`src/rtl/dmem_arb_pkg.sv`:
```
// dmem_arb_pkg: shared AHB-lite encodings, response-FSM state type and the
// byte-enable decode used by the data SRAM port arbiter.
package dmem_arb_pkg;

  localparam logic [1:0] HTRANS_NONSEQ = 2'b10;
  localparam logic [1:0] HTRANS_SEQ    = 2'b11;

  localparam logic [2:0] HSIZE_BYTE = 3'd0;
  localparam logic [2:0] HSIZE_HALF = 3'd1;
  localparam logic [2:0] HSIZE_WORD = 3'd2;

  typedef enum logic [2:0] {
    ST_IDLE,
    ST_PEND,
    ST_WR,
    ST_RD,
    ST_RDATA,
    ST_ERR1,
    ST_ERR2
  } resp_state_e;

  // Sizes above word decode as a full word.
  function automatic logic [3:0] byte_en(input logic [2:0] size, input logic [1:0] addr_lo);
    case (size)
      HSIZE_BYTE: byte_en = 4'b0001 << addr_lo;
      HSIZE_HALF: byte_en = addr_lo[1] ? 4'b1100 : 4'b0011;
      HSIZE_WORD: byte_en = 4'b1111;
      default:    byte_en = 4'b1111;
    endcase
  endfunction

endpackage

```
`src/rtl/dmem_port_arbiter_port.sv`:
```
// ahb_slave_port: one AHB-lite slave front end. Samples address phases,
// holds a losing request in PEND and sequences the response FSM.
// Optional DMEM_ARB_ERR_EN: faulting requests get a two-cycle ERROR response.
//
// Handshake: an address phase is accepted in a cycle where hready=1 and
// htrans[1]=1. hready=0 stretches the data phase; the master keeps its
// address/control stable and hwdata valid until it sees hready=1.
module ahb_slave_port
  import dmem_arb_pkg::*;
#(
  parameter int ADDR_W = 14
) (
  input  logic              clk,
  input  logic              reset,
  input  logic [31:0]       haddr,
  input  logic [2:0]        hsize,
  input  logic [1:0]        htrans,
  input  logic              hwrite,
  input  logic              grant,
  input  logic [31:0]       data_read,
  output logic              hready,
  output logic              hresp,
  output logic [31:0]       hrdata,
  output logic              cand,
  output logic              pend,
  output logic [ADDR_W-1:0] req_addr,
  output logic [3:0]        req_be,
  output logic              req_write,
  output resp_state_e       state
);

  resp_state_e       state_q, state_d;
  logic              req_present;
  logic              sample;
  logic              fault;
  logic [ADDR_W-1:0] pend_addr;
  logic [3:0]        pend_be;
  logic              pend_write;

  assign req_present = (htrans == HTRANS_NONSEQ) || (htrans == HTRANS_SEQ);
  assign hready      = (state_q == ST_IDLE) || (state_q == ST_WR) ||
                       (state_q == ST_RDATA) || (state_q == ST_ERR2);
  assign sample      = hready && req_present;

`ifdef DMEM_ARB_ERR_EN
  assign fault = sample && ((|haddr[31:ADDR_W+2]) || (hsize > HSIZE_WORD) ||
                            ((hsize == HSIZE_WORD) && (haddr[1:0] != 2'b00)) ||
                            ((hsize == HSIZE_HALF) && haddr[0]));
  assign hresp = (state_q == ST_ERR1) || (state_q == ST_ERR2);
`else
  // Upper address bits simply wrap in this build.
  logic unused_haddr_hi;
  assign unused_haddr_hi = ^haddr[31:ADDR_W+2];
  assign fault = 1'b0;
  assign hresp = 1'b0;
`endif

  assign pend      = (state_q == ST_PEND);
  assign cand      = pend || (sample && !fault);
  assign req_addr  = pend ? pend_addr  : haddr[ADDR_W+1:2];
  assign req_be    = pend ? pend_be    : byte_en(hsize, haddr[1:0]);
  assign req_write = pend ? pend_write : hwrite;
  assign hrdata    = (state_q == ST_RDATA) ? data_read : 32'h0;
  assign state     = state_q;

  // Response FSM next state: fault, grant, or wait in PEND; else drain to IDLE.
  always_comb begin
    state_d = state_q;
    if (fault) begin
      state_d = ST_ERR1;
    end else if (grant) begin
      state_d = req_write ? ST_WR : ST_RD;
    end else if (cand) begin
      state_d = ST_PEND;
    end else begin
      case (state_q)
        ST_RD:   state_d = ST_RDATA;
        ST_ERR1: state_d = ST_ERR2;
        default: state_d = ST_IDLE;
      endcase
    end
  end

  // Response FSM state register.
  always_ff @(posedge clk or negedge reset) begin
    if (!reset) state_q <= ST_IDLE;
    else        state_q <= state_d;
  end

  // Capture a freshly sampled request that lost arbitration this cycle.
  always_ff @(posedge clk or negedge reset) begin
    if (!reset) begin
      pend_addr  <= '0;
      pend_be    <= 4'h0;
      pend_write <= 1'b0;
    end else if (sample && !fault && !grant) begin
      pend_addr  <= haddr[ADDR_W+1:2];
      pend_be    <= byte_en(hsize, haddr[1:0]);
      pend_write <= hwrite;
    end
  end

endmodule

```
`src/rtl/dmem_port_arbiter.sv`:
```
// dmem_port_arbiter: shares one data SRAM port between the SPI loader and the
// core data interface. Round-robin on contention, PEND beats new requests,
// SPI_change locks out dmem. Optional DMEM_ARB_ERR_EN enables ERROR responses.
module dmem_port_arbiter
  import dmem_arb_pkg::*;
#(
  parameter int ADDR_W = 14
) (
  input  logic              clk,
  input  logic              reset,
  input  logic              SPI_change,
  input  logic [31:0]       spi_haddr,
  input  logic [31:0]       spi_hwdata,
  input  logic [2:0]        spi_hsize,
  input  logic [1:0]        spi_htrans,
  input  logic              spi_hwrite,
  output logic [31:0]       spi_hrdata,
  output logic              spi_hready,
  output logic              spi_hresp,
  input  logic [31:0]       dmem_haddr,
  input  logic [31:0]       dmem_hwdata,
  input  logic [2:0]        dmem_hsize,
  input  logic [1:0]        dmem_htrans,
  input  logic              dmem_hwrite,
  output logic [31:0]       dmem_hrdata,
  output logic              dmem_hready,
  output logic              dmem_hresp,
  input  logic [31:0]       data_read,
  output logic [31:0]       data_write,
  output logic [ADDR_W-1:0] data_addr,
  output logic [3:0]        data_wben,
  output logic              data_rwn,
  output logic [2:0]        spi_state_dbg,
  output logic [2:0]        dmem_state_dbg
);

  logic              spi_cand, spi_pend, spi_req_write;
  logic              dmem_cand, dmem_pend, dmem_req_write;
  logic [ADDR_W-1:0] spi_req_addr, dmem_req_addr;
  logic [3:0]        spi_req_be, dmem_req_be;
  resp_state_e       spi_state, dmem_state;

  logic              dmem_cand_m, contested, pick_dmem;
  logic              grant_spi, grant_dmem;
  logic              rr_dmem;

  logic              acc_valid, acc_dmem, acc_write;
  logic [ADDR_W-1:0] acc_addr;
  logic [3:0]        acc_be;

  ahb_slave_port #(.ADDR_W(ADDR_W)) u_spi (
    .clk(clk), .reset(reset),
    .haddr(spi_haddr), .hsize(spi_hsize), .htrans(spi_htrans), .hwrite(spi_hwrite),
    .grant(grant_spi), .data_read(data_read),
    .hready(spi_hready), .hresp(spi_hresp), .hrdata(spi_hrdata),
    .cand(spi_cand), .pend(spi_pend),
    .req_addr(spi_req_addr), .req_be(spi_req_be), .req_write(spi_req_write),
    .state(spi_state)
  );

  ahb_slave_port #(.ADDR_W(ADDR_W)) u_dmem (
    .clk(clk), .reset(reset),
    .haddr(dmem_haddr), .hsize(dmem_hsize), .htrans(dmem_htrans), .hwrite(dmem_hwrite),
    .grant(grant_dmem), .data_read(data_read),
    .hready(dmem_hready), .hresp(dmem_hresp), .hrdata(dmem_hrdata),
    .cand(dmem_cand), .pend(dmem_pend),
    .req_addr(dmem_req_addr), .req_be(dmem_req_be), .req_write(dmem_req_write),
    .state(dmem_state)
  );

  assign spi_state_dbg  = spi_state;
  assign dmem_state_dbg = dmem_state;

  // Pick at most one winner: PEND first, then the round-robin pointer.
  always_comb begin
    dmem_cand_m = dmem_cand && !SPI_change;
    contested   = spi_cand && dmem_cand_m;
    pick_dmem   = 1'b0;
    if (contested) begin
      if (spi_pend)       pick_dmem = 1'b0;
      else if (dmem_pend) pick_dmem = 1'b1;
      else                pick_dmem = rr_dmem;
    end else begin
      pick_dmem = dmem_cand_m;
    end
    grant_spi  = spi_cand && !pick_dmem;
    grant_dmem = dmem_cand_m && pick_dmem;
  end

  // Round-robin pointer: toggles after every contested grant.
  always_ff @(posedge clk or negedge reset) begin
    if (!reset)         rr_dmem <= 1'b0;
    else if (contested) rr_dmem <= ~rr_dmem;
  end

  // Register the granted request; it drives the SRAM for exactly one cycle.
  always_ff @(posedge clk or negedge reset) begin
    if (!reset) begin
      acc_valid <= 1'b0;
      acc_dmem  <= 1'b0;
      acc_write <= 1'b0;
      acc_addr  <= '0;
      acc_be    <= 4'h0;
    end else begin
      acc_valid <= grant_spi || grant_dmem;
      if (grant_spi || grant_dmem) begin
        acc_dmem  <= grant_dmem;
        acc_write <= grant_dmem ? dmem_req_write : spi_req_write;
        acc_addr  <= grant_dmem ? dmem_req_addr  : spi_req_addr;
        acc_be    <= grant_dmem ? dmem_req_be    : spi_req_be;
      end
    end
  end

  // Write data comes from the owner's live data phase; address holds when idle.
  assign data_addr  = acc_addr;
  assign data_wben  = acc_valid ? acc_be : 4'h0;
  assign data_rwn   = !(acc_valid && acc_write);
  assign data_write = (acc_valid && acc_write) ? (acc_dmem ? dmem_hwdata : spi_hwdata) : 32'h0;

endmodule

```
`config.mk`:
```
export PLATFORM = sky130hd
export DESIGN_NAME = dmem_port_arbiter
export DESIGN_NICKNAME = d
export VERILOG_FILES = /design/src/rtl/dmem_arb_pkg.sv /design/src/rtl/dmem_port_arbiter_port.sv /design/src/rtl/dmem_port_arbiter.sv
export SDC_FILE = /design/constraint.sdc
export NUM_CORES = 1
export LEC_CHECK = 0
export CAP_MARGIN = 5
export CORE_MARGIN = 2
export CORE_UTILIZATION = 33
export DETAILED_ROUTE_END_ITERATION = 8
export PLACE_DENSITY_LB_ADDON = 0.3
export SLEW_MARGIN = 10
export SYNTH_ARGS = -nofsm -noshare
export SYNTH_HDL_FRONTEND = slang
export SYNTH_SLANG_ARGS = --single-unit
```
`constraint.sdc`:
```
create_clock -name clk -period 1.7 [get_ports clk]
set_clock_uncertainty 0.05 [all_clocks]
set_input_delay 0.34 -clock clk [delete_from_list [all_inputs] [get_ports clk]]
set_output_delay 0.34 -clock clk [all_outputs]
set_load 0.02 [all_outputs]
```
==> results.yml <==
cells_and_area:
  fin_util_pct: 70.87
  fin_cells: 1016
  nets: 1008
  final_cell_area_um2: 9310
  syn_to_final_growth_pct: 111.6
  drive_gt1_share_pct: 50.36
  n_fill_cell: 935
hold_path:
  holdPathEnd: "u_spi.state[0]"
  hold_path_class: "reg2reg"
  hp-start: "u_spi.pend_write"
  hold_depth: 1
run:
  cap_violations: 0
power:
  cellLeakagePower_nw: 4.210
  vdd_drop_max_mv: 1.011
  power.density_nw_per_um2: 1796
worst_setup_path:
  reg2reg_to: "acc_be[2]"
  ff2ff_path_depth: 7
  slowest_delay_ps: 440
  cp.required_ps: 1310
  r2r-start: "u_dmem.state[1]"
  cpLargestDelayFamily: "buffers and inverters"
  rrSetupSlack_ps: -240
  arrival_ps: 1590
  endpoint_kind: "output port"
  crit_cells: 5
  crit_buf_inv: 3
  cp_max_fo: 8
  crit_path_frequent_cell: "buf_6"
  cp-start-kind: "flip-flop"
  crit_chain: "nor3b_4 > buf_6 > clkbuf_16 > and2_4 > buf_6"
  worst-setup-path-type: "reg2out"
  slowest_stage: "dfrtp_2"
placement:
  place_congestion: 0.9065
  dp_slack_ps: -451.2
  hpwl_um: 12860
  io_buffer_count: 263
  postPlaceCellArea_um2: 7714
  placedCellCount: 938
die:
  ios: 300
  dieWidth_um: 119.5
  die_h_um: 119.5
  initial_core_util_pct: 33.49
  die-area_um2: 14270
  rows: 42
  core_um2: 13140
routing:
  drt-pass1-iter-count: 5
  route.detailed.drc: 0
  totalWireLength_um: 19930
  detail-route-antenna-nets: 0
  avgViaCountPerCell: 5.174
  drtIter0Drc: 241
  vias: 5257
  wl_per_cell_um: 19.62
clock_network:
  htreeDepth: 3
  cts_buffer_depth: 2
  tritoncts: "done"
  cts_inserted_buffers: 9
  path_clk_slew_ps: 50
  clock-sinks: 66
  clk_latency_ps: 330
  cts_root_buf: "clkbuf_16"
run_status:
  status: "finished with violations"
  violations: "setup timing"
sta:
  finalCritPeriodShare_pct: 116.5
  fin_ws_ps: -280.7
  hold_ws_ps: 459.5
  fin_crit_ps: 1981
  setup_violations: 159
  slew_violations: 0
  max_freq_ghz: 0.5049
  hold_viol_final: 0
  rsz0062_at_grt: "true"
global_route:
  grt_usage_pct: 24.62
  grt_pass1_wl_um: 27510
  first_global_vias: 5076
  grt_max_degree: 67
  grt_antenna_before_repair: 2
  grt.overflow.total: 0
synthesis:
  synth.avg_cell_area_um2: 9.340
  synth_edf_count: 0
  synth_seq_area_share_pct: 37.54
  synth_ff_type: "dfrtp_1"
  ys_types: 49
  synth_top_area_share_pct: 37.54
  synth_area_um2: 4399
  synth.largest_area_cell: "dfrtp_1"
  ys_seq_elements: 66
  synth.most_common_cell: "and2_1"
  ys_top_cells_by_count: "and2_1, dfrtp_1, nand2_1, nor2_1, mux2i_1"
  synth_warnings: 0
  synthArstFlopShare_pct: 100.0
  syn_inst: 471
  synth_area_leaders: "dfrtp_1, mux2i_1, and2_1"
layer usage:
layer,vias to the layer above,routed length (µm),track usage (%)
met4,0,607,8.971
met5,-,0,0
met1,2579,7584,29.15
li1,2370,-,-
met2,263,10440,43.79
met3,45,1293,5.172
flip-flops by register name, summed over array words and instances, names as in the netlist:
name,cells
data_addr,14
u_dmem.pend_addr,14
u_spi.pend_addr,14
acc_be,4
u_dmem.pend_be,4
u_spi.pend_be,4
u_dmem.state,3
u_spi.state,3
acc_dmem,1
acc_valid,1
acc_write,1
rr_dmem,1
u_dmem.pend_write,1
u_spi.pend_write,1
power breakdown:
part / leakage (nW) / switching (W) / internal (W)
clock: 0.151 / 0.000691 / 0.00121
sequential: 0.764 / 0.000658 / 0.00239
combinational: 3.29 / 0.00545 / 0.00632
total: 4.21 / 0.00680 / 0.00992
layout by cell type, fill, tap and decap left out, types with 6 or more instances in the layout:
| cell | n |
|---|---|
| a211oi_1 | 9 |
| nand2_1 | 39 |
| mux2_4 | 10 |
| mux2i_4 | 6 |
| clkdlybuf4s50_1 | 140 |
| nand3_2 | 7 |
| mux2_2 | 27 |
| mux2i_1 | 32 |
| nor2_1 | 46 |
| and2_4 | 61 |
| clkbuf_16 | 14 |
| buf_12 | 14 |
| and2_1 | 7 |
| mux2i_2 | 9 |
| a31o_2 | 9 |
| o21ai_0 | 6 |
| dlygate4sd2_1 | 11 |
| nand3_1 | 9 |
| dfrtp_1 | 61 |
| nor3_1 | 13 |
| buf_4 | 83 |
| buf_6 | 102 |
| nand2_2 | 6 |
| buf_2 | 14 |
stage by stage:
step,total power [W],TNS [ps]
finish,0.01672,-32830
global route,0.01746,-40940
CTS,0.01453,-29780
detailed placement,0.01188,-50700
global placement,0.01161,-48760
floorplan,0.007759,-8623
worst register-to-register path, stage by stage (launching register included):
cell	delay, ps
dfrtp_2	440
buf_6	140
or3b_4	390
a21oi_4	150
buf_12	150
buf_6	100
o21ai_1	70
o32a_1	330
area by class of cell:
class | count | area (µm²) | share of cell area [%]
inverter | 4 | 15.01 | 0.1613
tap | 176 | 220.2 | 2.365
antenna | 2 | 5.005 | 0.05376
sequential | 66 | 1658 | 17.81
multi-input combinational | 366 | 3109 | 33.40
clock inverter | 5 | 52.55 | 0.5644
timing repair buffer | 386 | 3998 | 42.94
clock buffer | 11 | 252.7 | 2.715
logic make-up (layout without fill, tap and decap cells):
| group | after synthesis | count (layout) | synth area share [%] |
|---|---|---|---|
| and+or+nand+nor | 215 | 215 | 24.97 |
| xor gates and xnor gates | 3 | 3 | 0.5974 |
| muxes | 84 | 84 | 21.02 |
| AOI/OAI and AO/OA | 62 | 62 | 11.12 |
| other | 1 | 4 | 0.08524 |
| buffers and inverters | 40 | 406 | 4.664 |
| DFF | 66 | 66 | 37.54 |
worst max-delay path by stage:
stage	start	end	slack, ps
after floorplan	u_spi.state[0]	u_dmem.pend_addr[10]	-210
after global placement	spi_htrans[1]	u_dmem.pend_addr[10]	-420
after detailed placement	spi_htrans[1]	u_dmem.pend_addr[8]	-450
after CTS	u_spi.state[0]	spi_hrdata[11]	-270
after global routing	u_spi.state[1]	spi_hrdata[17]	-330
final	u_dmem.state[0]	dmem_hrdata[21]	-280
what timing repair did:
action                                 CTS  global route
setup endpoints to repair              180           168
endpoints found under the hold margin   44             0
setup buffers                           15            35
pin swaps                               23            65
cloned                                   6             6
hold buffers                             1             0
gates resized for setup                576           205
Note: power is estimated with default switching activity, not from simulation.
